===== config.mk =====
export PLATFORM = sky130hd
export DESIGN_NAME = dm_arbiter
export DESIGN_NICKNAME = d
export VERILOG_FILES = /design/src/rtl/dm_arb_pkg.sv /design/src/rtl/dm_arbiter.sv
export SDC_FILE = /design/constraint.sdc
export NUM_CORES = 1
export LEC_CHECK = 0
export CAP_MARGIN = 20
export CORE_MARGIN = 10
export CORE_UTILIZATION = 40
export DETAILED_ROUTE_END_ITERATION = 8
export GPL_TIMING_DRIVEN = 0
export PLACE_DENSITY = 0.94
export SYNTH_ARGS = -nofsm -noshare
export SYNTH_HDL_FRONTEND = slang
export SYNTH_SLANG_ARGS = --single-unit

===== constraint.sdc =====
create_clock -name clk -period 2.9 [get_ports clk]
set_input_delay 0.58 -clock clk [delete_from_list [all_inputs] [get_ports clk]]
set_output_delay 0.58 -clock clk [all_outputs]
set_load 0.005 [all_outputs]

===== src/rtl/dm_arb_pkg.sv =====
// Shared types and defaults for the data-memory arbiter between the core
// load/store path and the external loader/debug port.
package dm_arb_pkg;

  // Which requester held the DM port on the most recent granted cycle.
  typedef enum logic [1:0] {
    OWN_NONE = 2'd0,
    OWN_CORE = 2'd1,
    OWN_EXT  = 2'd2
  } ownerT;

  localparam int unsigned addrWDefault    = 5;
  localparam int unsigned dataWDefault    = 32;
  localparam int unsigned burstMaxDefault = 8;

  // Counter width able to hold 0..maxVal inclusive.
  function automatic int unsigned cntWidth(input int unsigned maxVal);
    return (maxVal < 1) ? 1 : $clog2(maxVal + 1);
  endfunction

endpackage : dm_arb_pkg


===== src/rtl/dm_arbiter.sv =====
// Round-robin arbiter sharing the single-port data memory between the core and
// an external port, with a bounded external burst lock and registered ext reads.
module dm_arbiter
  import dm_arb_pkg::*;
#(
  parameter int unsigned ADDR_W    = addrWDefault,
  parameter int unsigned DATA_W    = dataWDefault,
  parameter int unsigned BURST_MAX = burstMaxDefault
) (
  input  logic              clk,
  input  logic              reset,

  input  logic              core_req,
  input  logic              core_we,
  input  logic [ADDR_W-1:0] core_addr,
  input  logic [DATA_W-1:0] core_wd,
  output logic              core_stall,
  output logic [DATA_W-1:0] core_rd,

  input  logic              ext_req,
  input  logic              ext_we,
  input  logic              ext_burst,
  input  logic [ADDR_W-1:0] ext_addr,
  input  logic [DATA_W-1:0] ext_wd,
  output logic              ext_gnt,
  output logic [DATA_W-1:0] ext_rd,
  output logic              ext_rvalid,

  output logic [ADDR_W-1:0] dm_addr,
  output logic [DATA_W-1:0] dm_wd,
  output logic              dm_we,
  input  logic [DATA_W-1:0] dm_rd
);

  localparam int unsigned   CNT_W    = cntWidth(BURST_MAX);
  localparam logic [CNT_W-1:0] BCNT_MAX = CNT_W'(BURST_MAX);

  ownerT            last, lastNext;
  logic             lock, lockNext;
  logic [CNT_W-1:0] bcnt, bcntNext;
  logic             coreGnt, extGnt;
  logic             burstOpen;

  // The ext burst still has budget only while locked and below the cap.
  assign burstOpen = lock && (bcnt < BCNT_MAX);

  // Grant pick. Reset is folded in so nothing reaches DM while it is held low;
  // dm_rd is deliberately absent from this cone.
  // NOTE: every always_comb output gets a default before any branch, otherwise
  // a path that skips the assignment infers a latch.
  always_comb begin : grantPick
    coreGnt = 1'b0;
    extGnt  = 1'b0;
    if (reset) begin
      case ({core_req, ext_req})
        2'b10: coreGnt = 1'b1;
        2'b01: extGnt  = 1'b1;
        2'b11: begin
          if (burstOpen)              extGnt  = 1'b1;
          else if (last == OWN_EXT)   coreGnt = 1'b1;
          else if (last == OWN_CORE)  extGnt  = 1'b1;
          else                        coreGnt = 1'b1;
        end
        default: ;
      endcase
    end
  end

  always_comb begin : dmMux
    dm_addr = '0;
    dm_wd   = '0;
    dm_we   = 1'b0;
    if (coreGnt) begin
      dm_addr = core_addr;
      dm_wd   = core_wd;
      dm_we   = core_we;
    end else if (extGnt) begin
      dm_addr = ext_addr;
      dm_wd   = ext_wd;
      dm_we   = ext_we;
    end
  end

  assign core_stall = core_req & ~coreGnt;
  assign core_rd    = dm_rd;
  assign ext_gnt    = extGnt;

  // Lock survives only while ext keeps winning with ext_burst high; a core
  // grant, an idle cycle or a dropped burst all end it and clear the count.
  always_comb begin : nextState
    lastNext = last;
    lockNext = extGnt & ext_burst;
    bcntNext = '0;
    if (coreGnt)     lastNext = OWN_CORE;
    else if (extGnt) lastNext = OWN_EXT;
    if (lockNext) begin
      bcntNext = (bcnt == BCNT_MAX) ? bcnt : bcnt + CNT_W'(1);
    end
  end

  // NOTE: sequential state uses non-blocking assignments so every register
  // samples pre-edge values regardless of statement order.
  always_ff @(posedge clk or negedge reset) begin : stateReg
    if (!reset) begin
      last <= OWN_NONE;
      lock <= 1'b0;
      bcnt <= '0;
    end else begin
      last <= lastNext;
      lock <= lockNext;
      bcnt <= bcntNext;
    end
  end

  // Ext read data is captured from the combinational DM read in the grant
  // cycle and presented, with a one-cycle valid pulse, on the next cycle.
  always_ff @(posedge clk or negedge reset) begin : extReadReg
    if (!reset) begin
      ext_rd     <= '0;
      ext_rvalid <= 1'b0;
    end else begin
      ext_rvalid <= extGnt & ~ext_we;
      if (extGnt && !ext_we) begin
        ext_rd <= dm_rd;
      end
    end
  end

endmodule : dm_arbiter


# Yosys cells after proc, flatten, opt, wreduce, memory -nomap -nowiden
# Cells that the tools add are included.
# op_classes
addsub,1
order_cmp,1
n_eq_ne,7
muxes,20
bitwise_logic,5
reduce_logical,4
# op_table
cell,n
$mux 32,2
$mux 1,10
$mux 5,2
$mux 4,2
$eq 2x2->1 const B,3
$add 4x1->4 const B,1
$eq 2x1->1 const B,2
$eq 4x4->1 const B,1
$lt 4x4->1 const B,1
$mux 2,2
$pmux 1 s2,2
$and 1x1->1,3
$logic_and 1x1->1,2
$ne 2x2->1 const B,1
$not 1->1,2
$reduce_bool 2->1,1
$logic_not 1->1,1
# word_totals
register_bits,40
inputBits,113
output_inout_bits,105
elab_cells,43

# Longest topological paths before layout
# depth
depth_word,8
mapped_depth,6
mapped_depth_nobuf,5

# Worst setup path before layout
# Ideal clock, no wire load.
# synth_timing
path_kind,input to output
startpoint,input port reset
endpoint,output port dm_wd[10]
arrival_ps,1571
required_ps,2320
path_slack_ps,749
path_stages,6
n_path_buf,3
path_cell_list,buf_2 > and2_1 > clkbuf_1 > buf_2 > nand4_1 > nand3_1
# synth_between
elab_chain_cells,3
word_cells_on_any_way,4
classes_between,mux: 4
# synth_lines
element,line_no,source
start: declaration,dm_arbiter.sv:11,"input logic reset,"
$mux 1,dm_arbiter.sv:54,if (reset) begin
$mux 32,dm_arbiter.sv:77,end else if (extGnt) begin
$mux 32 (*),dm_arbiter.sv:73,if (coreGnt) begin
end: declaration,dm_arbiter.sv:30,"output logic [DATA_W-1:0] dm_wd,"
# Mark *: on every way between the ends. The rest lies on a longest branch, timed or not.

# Worst setup path after layout
# layout_timing
startpoint,input port reset
endpoint,output port dm_wd[11]
# Same word-level chain as after synthesis.

==> report_table.html <==
<table>
<tr><th>Metric</th><th>Value</th></tr>
<tr><th colspan="2">Outcome</th></tr>
<tr><td>Run status</td><td>finished, final reports clean</td></tr>
<tr><th colspan="2">Clocking</th></tr>
<tr><td>Clk sinks</td><td>40</td></tr>
<tr><td>Maximum number of buffers from clock root to sink</td><td>2</td></tr>
<tr><td>H-tree level count</td><td>2</td></tr>
<tr><td>Root cell of the clock tree</td><td>sky130_fd_sc_hd__clkbuf_8</td></tr>
<tr><td>Number of buffers created by CTS</td><td>5</td></tr>
<tr><td>Clock transition at the registers of the reported paths</td><td>80 ps</td></tr>
<tr><td>Clock tree from TritonCTS</td><td>done</td></tr>
<tr><td>Worst-skew pair later-pin latency</td><td>290 ps</td></tr>
<tr><th colspan="2">Layout</th></tr>
<tr><td>Top library cells by usage in the layout, fill and taps aside</td><td>sky130_fd_sc_hd__clkdlybuf4s50_1, sky130_fd_sc_hd__dfrtp_1, sky130_fd_sc_hd__and2_1, sky130_fd_sc_hd__nand3_1</td></tr>
<tr><td>Fraction of the core area covered by cells at the end of the flow</td><td>0.723</td></tr>
<tr><td>Total inserted antenna cells</td><td>0</td></tr>
<tr><td>Area growth, synth to finish</td><td>77.5%</td></tr>
<tr><td>Layout cell share with drive strength beyond 1</td><td>0.189</td></tr>
<tr><td>Fin nets</td><td>716</td></tr>
<tr><td>Non-filler cells, final</td><td>707</td></tr>
<tr><td>Number of fill cells in the layout</td><td>562</td></tr>
<tr><td>Leading cell type in the layout, fill and taps excluded</td><td>sky130_fd_sc_hd__clkdlybuf4s50_1</td></tr>
<tr><td>Final Instance Area</td><td>5880 sq um</td></tr>
<tr><th colspan="2">Logic synthesis</th></tr>
<tr><td>Synth Area per Inst</td><td>8.88 sq um</td></tr>
<tr><td>Synth Warn #</td><td>0</td></tr>
<tr><td>Syn_nets</td><td>488</td></tr>
<tr><td>Post-Syn Instances</td><td>373</td></tr>
<tr><td>Count of state elements after synthesis</td><td>40</td></tr>
<tr><td>Distinct cell type count of the synthesized netlist</td><td>29</td></tr>
<tr><td>Synthesized area</td><td>3310 sq um</td></tr>
<tr><td>Share of synthesized area occupied by flip-flops and latches</td><td>0.302</td></tr>
<tr><th colspan="2">STA</th></tr>
<tr><td>Final Setup Violations</td><td>0</td></tr>
<tr><td>Fraction of the cycle the final worst path needs</td><td>0.960</td></tr>
<tr><td>Highest attainable clock frequency</td><td>359 MHz</td></tr>
<tr><td>Final Hold Viols</td><td>0</td></tr>
<tr><td>Final critical delay including setup and external delays</td><td>2780 ps</td></tr>
<tr><td>Final count of pins violating max slew</td><td>0</td></tr>
<tr><td>Max_slew headroom</td><td>0.335</td></tr>
<tr><td>Setup repair after global routing missed its margin</td><td>false</td></tr>
<tr><td>Tightest Pin Transition</td><td>986 ps</td></tr>
<tr><td>Worst setup skew after layout</td><td>8.70 ps</td></tr>
<tr><th colspan="2">Floorplan</th></tr>
<tr><td>Core ar.</td><td>8130 sq um</td></tr>
<tr><td>Num rows</td><td>33</td></tr>
<tr><td>I/O Pins</td><td>218</td></tr>
<tr><td>Die outline area</td><td>12300 sq um</td></tr>
<tr><td>Initial cell density of the core</td><td>0.407</td></tr>
<tr><td>Die Span X</td><td>111 microns</td></tr>
<tr><td>Chip height</td><td>111 microns</td></tr>
<tr><th colspan="2">Global route</th></tr>
<tr><td>GRT Residual Overflow</td><td>0</td></tr>
<tr><td>Global-route wire length before repair</td><td>23200 microns</td></tr>
<tr><td>Initial antenna violation count</td><td>0</td></tr>
<tr><td>Pin count of the biggest net entering global routing</td><td>42</td></tr>
<tr><td>Global-route usage over all layers</td><td>0.223</td></tr>
<tr><td>Via count of the first global-routing pass</td><td>4322</td></tr>
<tr><th colspan="2">Placement</th></tr>
<tr><td>Port Buffers</td><td>217</td></tr>
<tr><td>Inst Count DP</td><td>695</td></tr>
<tr><td>Final estimated routing congestion in global placement</td><td>0.851</td></tr>
<tr><td>Cell Area, Placed</td><td>5610 sq um</td></tr>
<tr><td>HPWL Detailed</td><td>11400 microns</td></tr>
<tr><th colspan="2">Critical path</th></tr>
<tr><td>Cell-by-cell trace of the critical path</td><td>buf_16 &gt; buf_4 &gt; and2_1 &gt; buf_6 &gt; buf_4 &gt; nand4_1 &gt; nand3_1 &gt; clkdlybuf4s50_1</td></tr>
<tr><td>Biggest fanout along the worst timing path</td><td>21</td></tr>
<tr><td>Cell with the most instances on the worst path</td><td>sky130_fd_sc_hd__buf_4</td></tr>
<tr><td>Type of destination of the critical path</td><td>output pin</td></tr>
<tr><td>Buf/Inv on CP</td><td>5</td></tr>
<tr><td>Critical-path cell with the highest stage delay</td><td>sky130_fd_sc_hd__clkdlybuf4s50_1</td></tr>
<tr><td>Worst path required time</td><td>2320 ps</td></tr>
<tr><td>Family with the most delay on the worst path</td><td>buffers and inverters</td></tr>
<tr><td>Crit path DAT</td><td>2200 ps</td></tr>
<tr><td>Number of gates on the worst path with buffers counted</td><td>8</td></tr>
<tr><td>Worst R2R Path Depth</td><td>4</td></tr>
<tr><td>Startpoint types</td><td>input port</td></tr>
<tr><td>Max incr delay on CP</td><td>510 ps</td></tr>
<tr><td>Kind of critical path</td><td>input port to output pin</td></tr>
<tr><th colspan="2">Detailed routing</th></tr>
<tr><td>Per-cell via count in the routed design</td><td>5.88</td></tr>
<tr><td>Final routed wire length divided by cell count</td><td>20.8 microns</td></tr>
<tr><td>Drt first-iter violations</td><td>324</td></tr>
<tr><td>Count of nets left with antenna violations after detail routing</td><td>0</td></tr>
<tr><td>TritonRoute pass-1 iters</td><td>5</td></tr>
<tr><td>Remaining design rule violation count</td><td>0</td></tr>
<tr><td>Total wire length after detailed routing</td><td>14700 microns</td></tr>
<tr><td>Vias</td><td>4160</td></tr>
<tr><th colspan="2">Pwr</th></tr>
<tr><td>Max IR drop VDD</td><td>0.400 mV</td></tr>
<tr><td>Total power after layout</td><td>2.24 mW</td></tr>
<tr><td>Leakage power</td><td>2.34 nW</td></tr>
<tr><td>Power per standard cell area</td><td>381 nW/um^2</td></tr>
<tr><th colspan="2">Worst hold path</th></tr>
<tr><td>Hold Crit Class</td><td>input port to asynchronous set/reset pin</td></tr>
<tr><th colspan="2">Flow run</th></tr>
<tr><td>Max capacitance violation total</td><td>0</td></tr>
</table>
synthesized netlist by cell type (all sizes together):
master / instances / area share
a21o: 1 / 0.0023
nand2b: 2 / 0.0038
xnor2: 1 / 0.0026
nand3: 39 / 0.059
nor2: 6 / 0.0068
a21oi: 1 / 0.0015
a311oi: 1 / 0.0079
a32oi: 38 / 0.10
o21ai: 1 / 0.0015
buf: 42 / 0.093
dfrtp: 40 / 0.30
o211ai: 38 / 0.086
mux2i: 1 / 0.0030
mux2: 32 / 0.11
xor2: 2 / 0.0053
ha: 2 / 0.0076
clkbuf: 34 / 0.039
a31oi: 1 / 0.0019
nand3b: 1 / 0.0023
and2: 40 / 0.076
inv: 4 / 0.0045
nand2: 3 / 0.0034
nand4: 38 / 0.072
nor2b: 4 / 0.0076
o311ai: 1 / 0.0026
final timing paths:
kind	slack (ps)	from	endpoint
min	90	reset	ext_rd[2]
max	120	reset	dm_wd[11]
min in group clk	510	ext_rd[27]	ext_rd[27]
max in group asynchronous	2660	reset	ext_rd[12]
max reg2reg	1040	last[1]	ext_rd[24]
min reg2reg	510	ext_rd[27]	ext_rd[27]
logic make-up after synthesis:
family / after synthesis / synth area share
AND/OR/NAND/NOR: 133 / 0.230
AO/OA/AOI/OAI: 82 / 0.204
adder cells (fa/ha/maj): 2 / 0.00756
multiplexers: 33 / 0.112
XOR/XNOR: 3 / 0.00794
flip-flops: 40 / 0.302
buffers and inverters: 80 / 0.136
routing by layer:
metal | routed length [microns] | vias up | global-route usage
met5 | 0 | - | 0
met4 | 478 | 0 | 0.0816
met3 | 1330 | 41 | 0.0666
met2 | 7680 | 273 | 0.405
met1 | 5200 | 1973 | 0.236
li1 | - | 1873 | -
report_power, final:
group / total, mW / switching [mW] / internal, mW
logic: 1.14 / 0.437 / 0.700
registers: 0.746 / 0.0644 / 0.682
clock network: 0.357 / 0.185 / 0.172
through the flow:
stage / hold slack, ps / setup TNS [ps] / worst slack [ps]
2_1_floorplan: 284 / 0 / 749
3_5_place_dp: 490 / -36100 / -977
4_1_cts: 121 / 0 / 3.17
5_1_grt: 75.5 / 0 / 7.40
3_3_place_gp: 472 / -118300 / -2050
6_report: 89.5 / 0 / 117
registers in the layout, indices dropped and copies added, names as in the netlist:
register and flops:
bcnt 4, ext_rvalid 1, ext_rd 32, last 2
lock 1
timing repair:
| item | CTS | global route |
|---|---|---|
| hold buffers | 0 | 0 |
| endpoints found under the setup margin | 40 | 32 |
| gates cloned | 0 | 1 |
| resized for setup | 52 | 15 |
| setup buffers | 3 | 0 |
cell type report:
cell class,count,area (sq um),area share
Buffer,76,536,0.0911
Clock buffer,7,76.3,0.0130
Clock inverter,1,8.76,0.00149
Inverter,4,15.0,0.00255
Multi-Input combinational cell,253,1880,0.320
Sequential cell,40,1000,0.170
Tap cell,105,131,0.0224
Timing Repair Buffer,221,2230,0.380
Note: power is estimated with default switching activity, not from simulation.
